File: config.mk
export PLATFORM = sky130hd
export DESIGN_NAME = spi_reg_slave
export DESIGN_NICKNAME = d
export VERILOG_FILES = /design/src/rtl/spi_reg_slave.sv
export SDC_FILE = /design/constraint.sdc
export NUM_CORES = 1
export LEC_CHECK = 0
export BUFFER_PORTS_ARGS = -buffer_cell sky130_fd_sc_hd__buf_2
export CAP_MARGIN = 5
export CELL_PAD_IN_SITES_DETAIL_PLACEMENT = 1
export CELL_PAD_IN_SITES_GLOBAL_PLACEMENT = 1
export CORE_MARGIN = 8
export CORE_UTILIZATION = 46
export CTS_CLUSTER_SIZE = 28
export DETAILED_ROUTE_END_ITERATION = 8
export PLACE_DENSITY_LB_ADDON = 0.12
export SYNTH_ARGS = -nofsm -noshare
export SYNTH_HDL_FRONTEND = slang
export SYNTH_SLANG_ARGS = --single-unit
File: constraint.sdc
create_clock -name clk -period 2.85 [get_ports clk]
set_input_delay 0.1425 -clock clk [delete_from_list [all_inputs] [get_ports clk]]
set_output_delay 0.1425 -clock clk [all_outputs]
set_load 0.03 [all_outputs]
File: src/rtl/spi_reg_slave.sv
// SPI register responder: command byte (rw + start address) followed by auto-incrementing data bytes.
// Register bank is shared with a local parallel port; an SPI write wins a same-address collision.
//
// state | meaning
// IDLE  | CS high, MISO held low, bit counter cleared
// CMD   | shifting in the command byte
// DATA  | streaming data bytes, address advances after each byte
module spi_reg_slave #(
    parameter int ADDR_W = 4
) (
    input  logic              clk,
    input  logic              rst,
    input  logic              SPI_SCLK,
    input  logic              CS,
    input  logic              MOSI,
    output logic              MISO,
    input  logic              CPOL,
    input  logic              CPHA,
    output logic              busy,
    output logic              wr_stb,
    output logic [ADDR_W-1:0] wr_addr,
    output logic [7:0]        wr_data,
    input  logic              loc_we,
    input  logic [ADDR_W-1:0] loc_addr,
    input  logic [7:0]        loc_wdata,
    output logic [7:0]        loc_rdata
);

    localparam int NREG = 1 << ADDR_W;

    typedef enum logic [1:0] {IDLE, CMD, DATA} state_t;

    state_t            state;
    logic [2:0]        sclk_sync;
    logic [1:0]        cs_sync;
    logic [1:0]        mosi_sync;
    logic [2:0]        bit_cnt;
    logic [6:0]        rx_sr;
    logic [7:0]        tx_sr;
    logic              rw;
    logic [ADDR_W-1:0] addr;
    logic [7:0]        regs [NREG];

    logic              cs_high;
    logic              lead_edge;
    logic              trail_edge;
    logic              sample;
    logic              shift;
    logic              last_bit;
    logic [7:0]        rx_byte;
    logic [ADDR_W-1:0] addr_nxt;
    logic              spi_we;
    logic [7:0]        load_val;

    always_ff @(posedge clk or negedge rst) begin
        if (!rst) begin
            sclk_sync <= '0;
            cs_sync   <= 2'b11;
            mosi_sync <= '0;
        end else begin
            sclk_sync <= {sclk_sync[1:0], SPI_SCLK};
            cs_sync   <= {cs_sync[0], CS};
            mosi_sync <= {mosi_sync[0], MOSI};
        end
    end

    // Leading edge leaves the idle level, trailing edge returns to it.
    assign cs_high    = cs_sync[1];
    assign lead_edge  = (sclk_sync[1] != CPOL) && (sclk_sync[2] == CPOL);
    assign trail_edge = (sclk_sync[1] == CPOL) && (sclk_sync[2] != CPOL);
    assign sample     = CPHA ? trail_edge : lead_edge;
    assign shift      = CPHA ? lead_edge : trail_edge;
    assign last_bit   = (bit_cnt == 3'd7);
    assign rx_byte    = {rx_sr, mosi_sync[1]};
    assign addr_nxt   = addr + ADDR_W'(1);
    assign spi_we     = (state == DATA) && !cs_high && sample && last_bit && !rw;
    assign loc_rdata  = regs[loc_addr];

    // Byte to shift out next, captured at the sample edge that completes the current byte.
    always_comb begin
        load_val = 8'h00;
        if (state == CMD) begin
            if (rx_byte[7]) load_val = regs[rx_byte[ADDR_W-1:0]];
        end else if (rw) begin
            load_val = regs[addr_nxt];
        end
    end

    always_ff @(posedge clk or negedge rst) begin
        if (!rst) begin
            state   <= IDLE;
            bit_cnt <= '0;
            rx_sr   <= '0;
            tx_sr   <= '0;
            rw      <= 1'b0;
            addr    <= '0;
            MISO    <= 1'b0;
            busy    <= 1'b0;
            wr_stb  <= 1'b0;
            wr_addr <= '0;
            wr_data <= '0;
        end else begin
            wr_stb <= 1'b0;
            if (cs_high) begin
                state   <= IDLE;
                bit_cnt <= '0;
                tx_sr   <= '0;
                MISO    <= 1'b0;
                busy    <= 1'b0;
            end else if (state == IDLE) begin
                state   <= CMD;
                bit_cnt <= '0;
                tx_sr   <= '0;
                MISO    <= 1'b0;
                busy    <= 1'b1;
            end else if (sample) begin
                rx_sr   <= rx_byte[6:0];
                bit_cnt <= bit_cnt + 3'd1;
                if (last_bit) begin
                    state <= DATA;
                    if (state == CMD) begin
                        rw   <= rx_byte[7];
                        addr <= rx_byte[ADDR_W-1:0];
                    end else begin
                        addr <= addr_nxt;
                        if (!rw) begin
                            wr_stb  <= 1'b1;
                            wr_addr <= addr;
                            wr_data <= rx_byte;
                        end
                    end
                    // With CPHA=0 the master samples on the leading edge, so bit 7 goes out right away.
                    if (!CPHA) begin
                        MISO  <= load_val[7];
                        tx_sr <= {load_val[6:0], 1'b0};
                    end else begin
                        tx_sr <= load_val;
                    end
                end
            end else if (shift && (CPHA || bit_cnt != 3'd0)) begin
                MISO  <= tx_sr[7];
                tx_sr <= {tx_sr[6:0], 1'b0};
            end
        end
    end

    always_ff @(posedge clk or negedge rst) begin
        if (!rst) begin
            for (int i = 0; i < NREG; i++) regs[i] <= 8'h00;
        end else begin
            for (int i = 0; i < NREG; i++) begin
                if (spi_we && addr == ADDR_W'(i))
                    regs[i] <= rx_byte;
                else if (loc_we && loc_addr == ADDR_W'(i))
                    regs[i] <= loc_wdata;
            end
        end
    end

endmodule

* Word-level counts from Yosys, hierarchy flattened
Index checks and enable logic that the tools add are counted.
** Storage, ports and cells
- Register bits :: 175
- Input bits :: 20
- Output and inout bits :: 23
- Word-level logic and storage cells :: 228
** Operators by class
- Add/sub/neg operators :: 2
- Order comparisons :: 3
- Equal/unequal tests :: 39
- Mux-type cells :: 74
- Bitwise operators :: 7
- Reductions and logical operators :: 73
** Operators with widths (number)
- 8-bit 2-to-1 mux :: 47
- 8-bit binary-select mux with 4-bit select :: 3
- 4-bit == test, second input constant :: 16
- 1-bit logical AND :: 39
- 2-bit nonzero test :: 17
- 4-bit by 3-bit == test with 1-bit output, second input constant :: 8
- 4-bit by 2-bit == test with 1-bit output, second input constant :: 4
- 1-bit 2-to-1 mux :: 16
- 5-bit >= comparator, second input constant :: 3
- 4-bit NOT with 5-bit output :: 3
- 3-bit 2-to-1 mux :: 3
- 3-bit nonzero test :: 3
- 4-bit by 1-bit == test with 1-bit output, second input constant :: 2
- 4-bit logical NOT :: 2
- 2-bit 2-to-1 mux :: 4
- 3-bit AND reduction :: 2
- 6-bit AND reduction :: 1
- 5-bit AND reduction :: 1
- 4-bit by 1-bit adder with 4-bit output, second input constant :: 1
- 4-bit 2-to-1 mux :: 1
- 4-bit by 2-bit inequality test with 1-bit output, second input constant :: 1
- 4-bit by 3-bit inequality test with 1-bit output, second input constant :: 1
- 1-bit NOT :: 4
- 2-bit AND reduction :: 2
- 11 further kinds :: 14

* Longest topological paths before layout
Gate-level depths: netlist (run 1).
- Depth after elaboration :: 12
- Gate-level depth with buffers :: 12
- Mapped depth without buffers :: 8

* Worst setup path after synthesis (run 1)
OpenSTA, ideal clock, no wires.
- Kind :: reg-to-reg
- From :: register addr[0]
- To :: register tx_sr[7]
- Library setup time :: 131 ps
- Arrival time :: 2903 ps
- Data required time :: 2719 ps
- Slack :: -184 ps
- Cell stages (with the launch flop) :: 13
- Buffers on the path :: 4
- Clock period less this slack :: 3034 ps
- Cells stage by stage :: dfrtp_1 -> buf_2 -> buf_1 -> inv_1 -> ha_1 -> buf_2 -> buf_4 -> mux4_2 -> mux2i_1 -> nor3_1 -> a311o_1 -> a22oi_1 -> o211ai_1
** Between the ends
- Cells in the longest elaborated chain, start to end :: 12
** Ends and longest elaborated chain
- start, declared :: line 41 : logic [ADDR_W-1:0] addr;
- start signal, assigned :: line 123 : addr <= rx_byte[ADDR_W-1:0];
- start signal, assigned :: line 125 : addr <= addr_nxt;
- 4-bit by 1-bit adder with 4-bit output :: line 75 : assign addr_nxt = addr + ADDR_W'(1);
- 4-bit NOT with 5-bit output (not written as such) :: line 85 : load_val = regs[addr_nxt];
- 8-bit binary-select mux with 4-bit select :: line 85
- 8-bit 2-to-1 mux (not written as such) (2 in a row) :: line 85
- 8-bit 2-to-1 mux :: line 84 : end else if (rw) begin
- 8-bit 2-to-1 mux :: line 82 : if (state == CMD) begin
- 8-bit 2-to-1 mux :: line 133 : if (!CPHA) begin
- 8-bit 2-to-1 mux :: line 119 : if (last_bit) begin
- 8-bit 2-to-1 mux :: line 116 : end else if (sample) begin
- 8-bit 2-to-1 mux :: line 110 : end else if (state == IDLE) begin
- 8-bit 2-to-1 mux :: line 104 : if (cs_high) begin
- end signal, assigned :: line 135 : tx_sr <= {load_val[6:0], 1'b0};
- end signal, assigned :: line 137 : tx_sr <= load_val;
- end signal, assigned :: line 142 : tx_sr <= {tx_sr[6:0], 1'b0};
- end, declared :: line 39 : logic [7:0] tx_sr;
No other way between the ends. The select of a mux whose other input is x is not followed.
A chain may end at the register's enable or synchronous reset.

* Final worst setup path (run 1)
- From :: register addr[0]
- To :: register tx_sr[3]
The elaborated chain is that of the path after synthesis.

==> results.yml, run 1 <==
run_status:
  run_status: "finished clean"
synth:
  netlist_area_um2: 11600
  synth_edf_count: 0
  ys_seq_elements: 175
  synthCells: 1062
  synth_top_cell_by_area: "dfrtp_1"
  synth_top_area_share_pct: 37.4
  synth_area_per_cell_um2: 10.9
  async_reset_ff_share_pct: 100
  synthesis.nets: 1089
  yosys.cell_types.count: 60
  yosys_warnings: 0
  synthTopCellsByArea: "dfrtp_1, mux4_2, mux2i_1"
  seq_area_frac_synth_pct: 37.9
  ys.flop_type: "dfrtp_1"
final_layout:
  fin_area_um2: 12900
  final_core_util_pct: 51.7
  layout.cells.non_filler: 1437
  antenna_cells: 0
  nNetsFinal: 1121
  drive_above_1_share_pct: 24.2
  fillers: 2696
  areaGrowthSynthToFinish_pct: 11.6
setup_path:
  startpoint: "addr[0]"
  crit_path_end: "tx_sr[3]"
  cp_max_fo: 18
  r2r-start: "addr[0]"
  reg2regPathDepth: 9
  required_ns: 3.19
  r2r_slack_ns: 0.13
  critical_path.startpoint_type: "flip-flop"
  critPathCaptureType: "flip-flop"
  path_class: "flip-flop to flip-flop"
  worstReg2RegEnd: "tx_sr[3]"
  cp.arrival_ns: 3.06
sta:
  clock.fmax_ghz: 0.367
  setup_viol: 0
  tightestPinTransition_ns: 1.09
  rsz0062_at_grt: "no"
  drv_slew: 0
  finalHoldViolations: 0
  relSlewSlack_pct: 27.6
  min_period_ns: 2.72
  fin_skew_ns: 0.0214
  whs_ns: 0.130
  tns_ns: 0
  period_share_pct: 95.5
drt:
  wl_per_cell_um: 25.9
  route.detailed.drc: 0
  vias: 9034
  first_pass_iters: 5
  drtIter0Drc: 766
  wirelength_mm: 37.2
  via_per_inst: 6.29
  ant_nets: 0
floorplan:
  start_util_pct: 46.3
  io_pins: 43
  die_y_um: 175
  dieArea_um2: 30500
  fp.coreArea_um2: 25000
  die_w_um: 175
  rows: 58
pwr:
  p_leak_nw: 5.66
  power_density_nw_per_um2: 653
  ir_worst_vdd_uv: 390
placement:
  portBuffers: 42
  dpl.hpwl_mm: 26.4
  placed_cell_area_um2: 12200
  dp.cells: 1395
  gp_congestion: 0.894
global_routing:
  grt_pass1_wl_mm: 58.8
  grt_remaining_overflow: 0
  antenna_found_initial: 0
  grt_max_degree: 80
  grt_use_total_pct: 25.1
  grt_pass1_vias: 9353
run:
  cap_violations: 0
clock_network:
  clk_latency_ns: 0.45
  cts_tree: "yes"
  cts_sinks: 175
  cts-resized-gates: 0
  h-tree-depth: 4
  path_clk_slew_ns: 0.07
  clk_path_buf_depth: 2
  cts-root-buf: "clkbuf_16"
  cts-buffers-inserted: 17
worst_hold_path:
  hold_class: "primary input to flip-flop"
==> registers in the layout (all words and copies together) (netlist names) <==
name / cells
regs: 128
state: 2
bit_cnt: 3
mosi_sync: 2
sclk_sync: 3
MISO: 1
cs_sync: 2
wr_addr: 4
wr_stb: 1
rx_sr: 7
tx_sr: 8
busy: 1
wr_data: 8
addr: 4
rw: 1
==> cell usage after synthesis (all sizes together), types with 6 or more instances <==
master,number
nor2,123
mux4,88
nand2b,7
o211ai,6
nand2,79
mux2,20
inv,9
buf,58
a22oi,18
dfrtp,173
a21oi,106
clkbuf,40
nor2b,13
a211oi,6
o21ai,44
nor3,9
mux2i,178
ha,7
nand3,20
==> final cells by class <==
cell class              count  area, um^2  share of cell area [%]
multi-input cells         779        6650                    51.5
flip-flops and latches    175        4390                    34.0
repair buffers            111         845                    6.55
clock buffers              18         429                    3.33
well taps                 330         413                    3.20
clock inverters            14         145                    1.13
inverters                  10        37.5                   0.291
==> worst min-delay path by stage <==
| stage | cells after the start | start | end |
|---|---|---|---|
| final | 3 | CPHA | tx_sr[1] |
| after global routing | 3 | CPHA | tx_sr[1] |
| after CTS | 3 | CPHA | tx_sr[1] |
| after detailed placement | 1 | rst | wr_addr[2] |
| after global placement | 1 | rst | wr_addr[2] |
| after floorplan | 0 | rst | MISO |
==> cell usage in the layout (no fill, tap or decap), types with 4 or more instances in the layout <==
cell type      Yosys  final
a211oi_1           6      6
a21oi_1          105    105
a22oi_1           18     18
a32oi_1            5      5
and3_1             5      5
buf_12             1      8
buf_2             26     41
buf_4              8     57
clkbuf_16          0     17
dfrtp_1          173    171
dlygate4sd3_1      0      4
ha_1               7      6
inv_1              9      9
inv_8              0      4
mux2_2            19     19
mux2i_1          178    178
mux4_2            88     88
nand2_1           79     79
nand2b_1           7      7
nand3_1           11     11
nand3_2            4      4
nand3_4            5      5
nand3b_1           4      4
nand4_1            4      4
nor2_1           122    122
nor2b_1           13     13
nor3_1             8      8
o211ai_1           6      6
o21ai_0           40     40
o21ai_1            4      4
==> report_power, final <==
group / leakage, nW / total (mW) / internal (mW) / switching, mW
logic: 3.19 / 2.38 / 1.22 / 1.16
registers: 2.19 / 3.69 / 2.94 / 0.749
clock network: 0.275 / 2.36 / 1.17 / 1.19
==> cells by family after synthesis <==
group / Yosys count / synth area share, %
xor+xnor: 4 / 0.368
buf+inv: 108 / 4.71
simple gates: 276 / 11.4
mux: 286 / 34.5
flops: 175 / 37.9
compound gates: 206 / 10.3
fa+ha+maj: 7 / 0.758
==> layer usage <==
layer	GRT usage [%]	part of all wire (%)
met1	35.6	46
met2	38.3	46
met3	3.88	4.8
met4	9.15	2.8
met5	0	0
==> critical path, stage by stage, from the launching register on <==
cell	delay, ns
dfrtp_2	0.45
buf_4	0.24
ha_1	0.28
xnor2_2	0.36
buf_12	0.23
mux2i_1	0.14
mux2_2	0.28
o211ai_1	0.32
a22oi_1	0.11
o21ai_0	0.20
==> timing repair <==
action,in CTS,in global routing
buffers inserted,0,6
setup endpoints to repair,0,1
endpoints found under the hold margin,45,0
hold buffers,4,0
==> through the flow <==
stage | setup WS, ns | power (mW)
after detailed placement | 0.124 | 6.04
after CTS | 0.0998 | 8.44
after floorplan | 0.00774 | 5.07
final | 0.128 | 8.43
after global placement | 0.239 | 5.96
after global routing | 0.0138 | 8.81
No activity file was read; power rests on OpenSTA's default activity.
==> run 2, diff against run 1 <==
--- a/config.mk
+++ b/config.mk
@@ -11,9 +11,9 @@
 export CELL_PAD_IN_SITES_GLOBAL_PLACEMENT = 1
 export CORE_MARGIN = 8
 export CORE_UTILIZATION = 46
-export CTS_CLUSTER_SIZE = 28
 export DETAILED_ROUTE_END_ITERATION = 8
 export PLACE_DENSITY_LB_ADDON = 0.12
+export RECOVER_POWER = 100
 export SYNTH_ARGS = -nofsm -noshare
 export SYNTH_HDL_FRONTEND = slang
 export SYNTH_SLANG_ARGS = --single-unit
==> run 2 against run 1 <==
Against the previous run:
- total power hardly changed
- sequential power hardly changed
- count of clock-buffer cells in the layout stayed put
- flip-flop and latch count stayed put
- largest cell class unchanged
==> results.yml, run 2 (synthesis gave the netlist of run 1 again) <==
run_status:
  run_status: "finished clean"
sta:
  tns_ns: 0
  whs_ns: 0.129
  fin_skew_ns: 0.0212
  finalHoldViolations: 0
  min_period_ns: 2.72
  setup_viol: 0
  drv_slew: 0
  tightestPinTransition_ns: 1.19
  rsz0062_at_grt: "no"
  fin_ws_ns: 0.132
  relSlewSlack_pct: 20.7
  period_share_pct: 95.4
  clock.fmax_ghz: 0.368
clock_network:
  cts_sinks: 175
  clk_path_buf_depth: 2
  cts-root-buf: "clkbuf_16"
  clk_latency_ns: 0.45
  h-tree-depth: 4
  cts-buffers-inserted: 17
  path_clk_slew_ns: 0.07
  cts_tree: "yes"
  cts-resized-gates: 0
global_routing:
  grt_pass1_wl_mm: 58.8
  grt_max_degree: 80
  grt_use_total_pct: 25.1
  antenna_found_initial: 0
  grt_pass1_vias: 9353
  grt_remaining_overflow: 0
drt:
  wl_met1_mm: 17.3
  drtIter0Drc: 752
  ant_nets: 0
  route.detailed.drc: 0
  dr.max_layer_used: "met4"
  wirelength_mm: 37.2
  vias: 9076
  wl_met2_mm: 17.1
  via_per_inst: 6.32
  first_pass_iters: 8
  route.met3.wl_mm: 1.63
  wl_per_cell_um: 25.9
final_layout:
  layout_commonest_cell: "mux2i_1"
  most-common-layout-cells: "mux2i_1, dfrtp_1, nor2_1"
  drive_above_1_share_pct: 21.2
  nNetsFinal: 1121
  top_register: "regs"
  antenna_cells: 0
  areaGrowthSynthToFinish_pct: 10.3
  top_regs: "regs x128, tx_sr x8, wr_data x8"
  layout.cells.non_filler: 1437
  largest_reg_flops: 128
setup_path:
  cp.arrival_ns: 3.00
  worstReg2RegEnd: "regs[84]"
  critPathCaptureType: "flip-flop"
  cpPeakStageDelay_ns: 0.64
  required_ns: 3.13
  critPathSlowestCell: "nand3_1"
  r2r-start: "sclk_sync[1]"
  cp_max_fo: 16
  crit_chain: "nand2b_1 > mux2_4 > nor4b_4 > buf_4 > nand3_1 > nor2_1 > a21oi_1"
  r2r_slack_ns: 0.13
  critical_path.startpoint_type: "flip-flop"
  path_class: "flip-flop to flip-flop"
  reg2regPathDepth: 7
worst_hold_path:
  hold_class: "primary input to flip-flop"
  whs_path_depth: 3
  hold_end: "tx_sr[1]"
  hp-start: "CPHA"
placement:
  dpl.hpwl_mm: 26.4
  dp_slack_ns: 0.124
  gp_congestion: 0.894
  portBuffers: 42
  dp.cells: 1395
floorplan:
  die_y_um: 175
  die_w_um: 175
  rows: 58
  dieArea_um2: 30500
  start_util_pct: 46.3
  fp.coreArea_um2: 25000
  io_pins: 43
run:
  cap_violations: 0
pwr:
  ir_worst_vdd_uv: 393
  p_leak_nw: 5.53
  power_density_nw_per_um2: 660
## run 2: how the worst max path moves through the flow
stage / slack [ns] / end / depth (start not counted) / startpoint
after floorplan: 0.008 / tx_sr[7] / 12 / addr[0]
after global placement: 0.24 / tx_sr[3] / 9 / addr[0]
after detailed placement: 0.12 / tx_sr[3] / 9 / addr[0]
after CTS: 0.1 / tx_sr[3] / 9 / addr[0]
after global routing: 0.01 / tx_sr[3] / 9 / addr[0]
final: 0.13 / regs[84] / 7 / sclk_sync[1]
## run 2: timing repair
| item | in CTS | in global routing |
|---|---|---|
| endpoints found under the hold margin | 45 | 0 |
| hold buffers | 4 | 0 |
| setup endpoints to repair | 0 | 1 |
| setup buffers | 0 | 6 |
## run 2: through the flow
step	cell area, um^2	util, %	power [mW]
after floorplan	11600	-	5.07
after global placement	12200	49.0	5.96
after detailed placement	12200	49.0	6.04
after CTS	12800	51.4	8.44
after global routing	12800	51.1	8.80
final	12800	51.1	8.42
## run 2: layout make-up
class                      count  area (um^2)
timing repair buffer         111          774
clock inverter                14          145
clock buffer                  18          429
sequential                   175         4390
multi-input combinational    779         6570
tap                          330          413
fill                        2709        12200
inverter                      10         37.5
## run 2: metal layers
metal  up-vias  track usage, %
li1       3999               -
met1      4740            35.6
met2       282            38.3
met3        55            3.88
met4         0            9.15
met5         -               0
## run 2: worst max-delay path: cells and delay by family, from the launching register on
kind | cells | cell delay (ns)
AOI/OAI and AO/OA | 1 | 0.06
buffers and inverters | 1 | 0.27
DFF | 1 | 0.48
muxes | 1 | 0.36
and+or+nand+nor | 4 | 1.36
## run 2: where the power goes
part / internal, mW / leakage [nW] / switching [mW]
registers: 2.94 / 2.19 / 0.750
clock network: 1.17 / 0.275 / 1.19
logic: 1.21 / 3.06 / 1.16
total: 5.32 / 5.53 / 3.10
==> run 3, diff against run 2 <==
--- a/config.mk
+++ b/config.mk
@@ -12,8 +12,9 @@
 export CORE_MARGIN = 8
 export CORE_UTILIZATION = 46
 export DETAILED_ROUTE_END_ITERATION = 8
-export PLACE_DENSITY_LB_ADDON = 0.12
+export PLACE_DENSITY = 0.77
 export RECOVER_POWER = 100
+export SETUP_SLACK_MARGIN = 0.4
 export SYNTH_ARGS = -nofsm -noshare
 export SYNTH_HDL_FRONTEND = slang
 export SYNTH_SLANG_ARGS = --single-unit
==> run 3 against run 2 <==
Against the previous run:
- the flow now finishes with violations (max-capacitance violations, max-slew violations)
- sequential power grew 1%
- first-iteration DRC count grew 13%
- final area grew 2.9%
- clock power grew 3%
- utilization grew 1.5 points
- critical path type unchanged
- total power grew 0.67%
- hold slack lost 0.044 ns
- worst setup slack gained 0.025 ns
- largest power group unchanged
==> results.yml, run 3 (synthesis gave the netlist of run 1 again) <==
run_status:
  run_status: "finished with violations"
  violations: "max-capacitance violations, max-slew violations"
pwr:
  power_density_nw_per_um2: 646
  intPower_mw: 5.30
  p_sw_share_pct: 37.5
  ir_worst_vdd_uv: 359
  switchingPower_mw: 3.18
  p_leak_nw: 5.67
  p_seq_share_pct: 44.1
  comb_power_share_pct: 27.3
  p_clk_share_pct: 28.5
sta:
  relSlewSlack_pct: -22.0
  fin_skew_ns: 0.0206
  drv_slew: 64
  min_period_ns: 2.69
  finalHoldViolations: 0
  whs_ns: 0.0842
  rsz0062_at_grt: "yes"
  clock.fmax_ghz: 0.371
  tightestPinTransition_ns: 1.83
  tns_ns: 0
  period_share_pct: 94.5
  setup_viol: 0
floorplan:
  rows: 58
  die_y_um: 175
  io_pins: 43
  dieArea_um2: 30500
  die_w_um: 175
  start_util_pct: 46.3
  fp.coreArea_um2: 25000
setup_path:
  critPathSlowestCell: "mux4_2"
  reg2regPathDepth: 10
  worstReg2RegEnd: "tx_sr[1]"
  critPathCaptureType: "flip-flop"
  cp_max_fo: 7
  r2r-start: "addr[0]"
  crit_chain: "inv_4 > ha_4 > clkbuf_2 > buf_16 > mux4_2 > mux2i_1 > nor3_1 > a311oi_1 > buf_4 > o311ai_1"
  cpPeakStageDelay_ns: 0.50
  r2r_slack_ns: 0.16
  required_ns: 3.18
  critical_path.startpoint_type: "flip-flop"
  path_class: "flip-flop to flip-flop"
  cpLargestDelayFamily: "multiplexers"
  crit_buf_inv: 4
  cp.arrival_ns: 3.02
global_routing:
  grt_pass1_wl_mm: 62.4
  grt_use_total_pct: 26.6
  grt_max_degree: 65
  globalRouteMet3Util_pct: 5.79
  antenna_found_initial: 0
  use_met2_pct: 44.4
  grt_busiest_layer: "met2"
  grt_pass1_vias: 10300
  grt_remaining_overflow: 0
  grt_util_met1_pct: 32.1
drt:
  vias: 9693
  first_pass_iters: 5
  via_per_inst: 6.67
  wirelength_mm: 40.4
  drtIter0Drc: 853
  route.detailed.drc: 0
  wl_per_cell_um: 27.8
  ant_nets: 0
worst_hold_path:
  hold_class: "primary input to flip-flop"
  hold_end: "tx_sr[1]"
  whs_path_depth: 3
  hp-start: "CPHA"
clock_network:
  cts_sinks: 175
  cts_tree: "yes"
  clk_path_buf_depth: 2
  cts-root-buf: "clkbuf_16"
  h-tree-depth: 4
  path_clk_slew_ns: 0.08
  clk_latency_ns: 0.46
  cts-buffers-inserted: 17
final_layout:
  nNetsFinal: 1138
  fin_area_um2: 13100
  layout_commonest_cell: "mux2i_1"
  largest_reg_flops: 128
  most-common-layout-cells: "mux2i_1, dfrtp_1, nor2_1"
  top_register: "regs"
  drive_above_1_share_pct: 23.8
  top_regs: "regs x128, tx_sr x8, wr_data x8"
  final_core_util_pct: 52.6
  antenna_cells: 0
  areaGrowthSynthToFinish_pct: 13.6
run:
  cap_violations: 1
placement:
  placed_cell_area_um2: 12100
  gp_congestion: 0.871
  portBuffers: 42
  dpl.hpwl_mm: 27.0
## run 3: cell types whose count changed in the layout (fill, tap and decap cells not counted), sizes merged
cell,change
buf,+12
clkbuf,+4
clkinv,+1
## run 3: final cells by class
type	instances	area, um^2
fill	2703	11800
multi-input combinational	779	6750
sequential	175	4390
timing repair buffer	128	956
clock buffer	17	425
tap	330	413
clock inverter	15	165
inverter	10	40.0
## run 3: tightest hold or removal path, cell delays in order
cell	delay (ns)
buf_2	0.17
nand2_1	0.08
o311ai_1	0.10
## run 3: worst max-delay path by stage
stage,start,to,slack (ns),cells past startpoint
floorplan,addr[0],tx_sr[7],0.29,12
global placement,addr[1],tx_sr[6],0.23,9
detailed placement,addr[1],tx_sr[6],0.19,9
CTS,addr[0],tx_sr[7],0.28,10
global route,addr[1],tx_sr[1],0.03,10
finish,addr[0],tx_sr[1],0.16,10
## run 3: layer usage
layer / share of wire [%] / wire length [um]
met3: 7.2 / 2890
met4: 4.8 / 1930
met5: 0 / 0
met2: 49 / 20000
met1: 39 / 15600
## run 3: power by group through the flow
stage | Clock (mW) | Combinational [mW] | Sequential (mW)
after floorplan | 0 | 1.79 | 3.28
after global placement | 0 | 2.15 | 3.68
after detailed placement | 0 | 2.25 | 3.72
after CTS | 2.45 | 2.30 | 3.69
after global routing | 2.52 | 2.49 | 3.77
final | 2.42 | 2.32 | 3.74
## run 3: through the flow
stage	total power, mW	setup slack [ns]	instances
floorplan	5.07	0.290	1062
global placement	5.83	0.228	1388
detailed placement	5.97	0.187	1388
CTS	8.43	0.276	1444
global route	8.77	0.0281	1454
finish	8.48	0.156	1454
## run 3: repair_timing
action | CTS | global route
setup buffers | 18 | 9
pin swaps | 10 | 10
gates resized for setup | 21 | 10
hold endpoints to repair | 64 | 0
gates cloned | 2 | 1
setup endpoints to repair | 42 | 77
hold buffers | 4 | 0
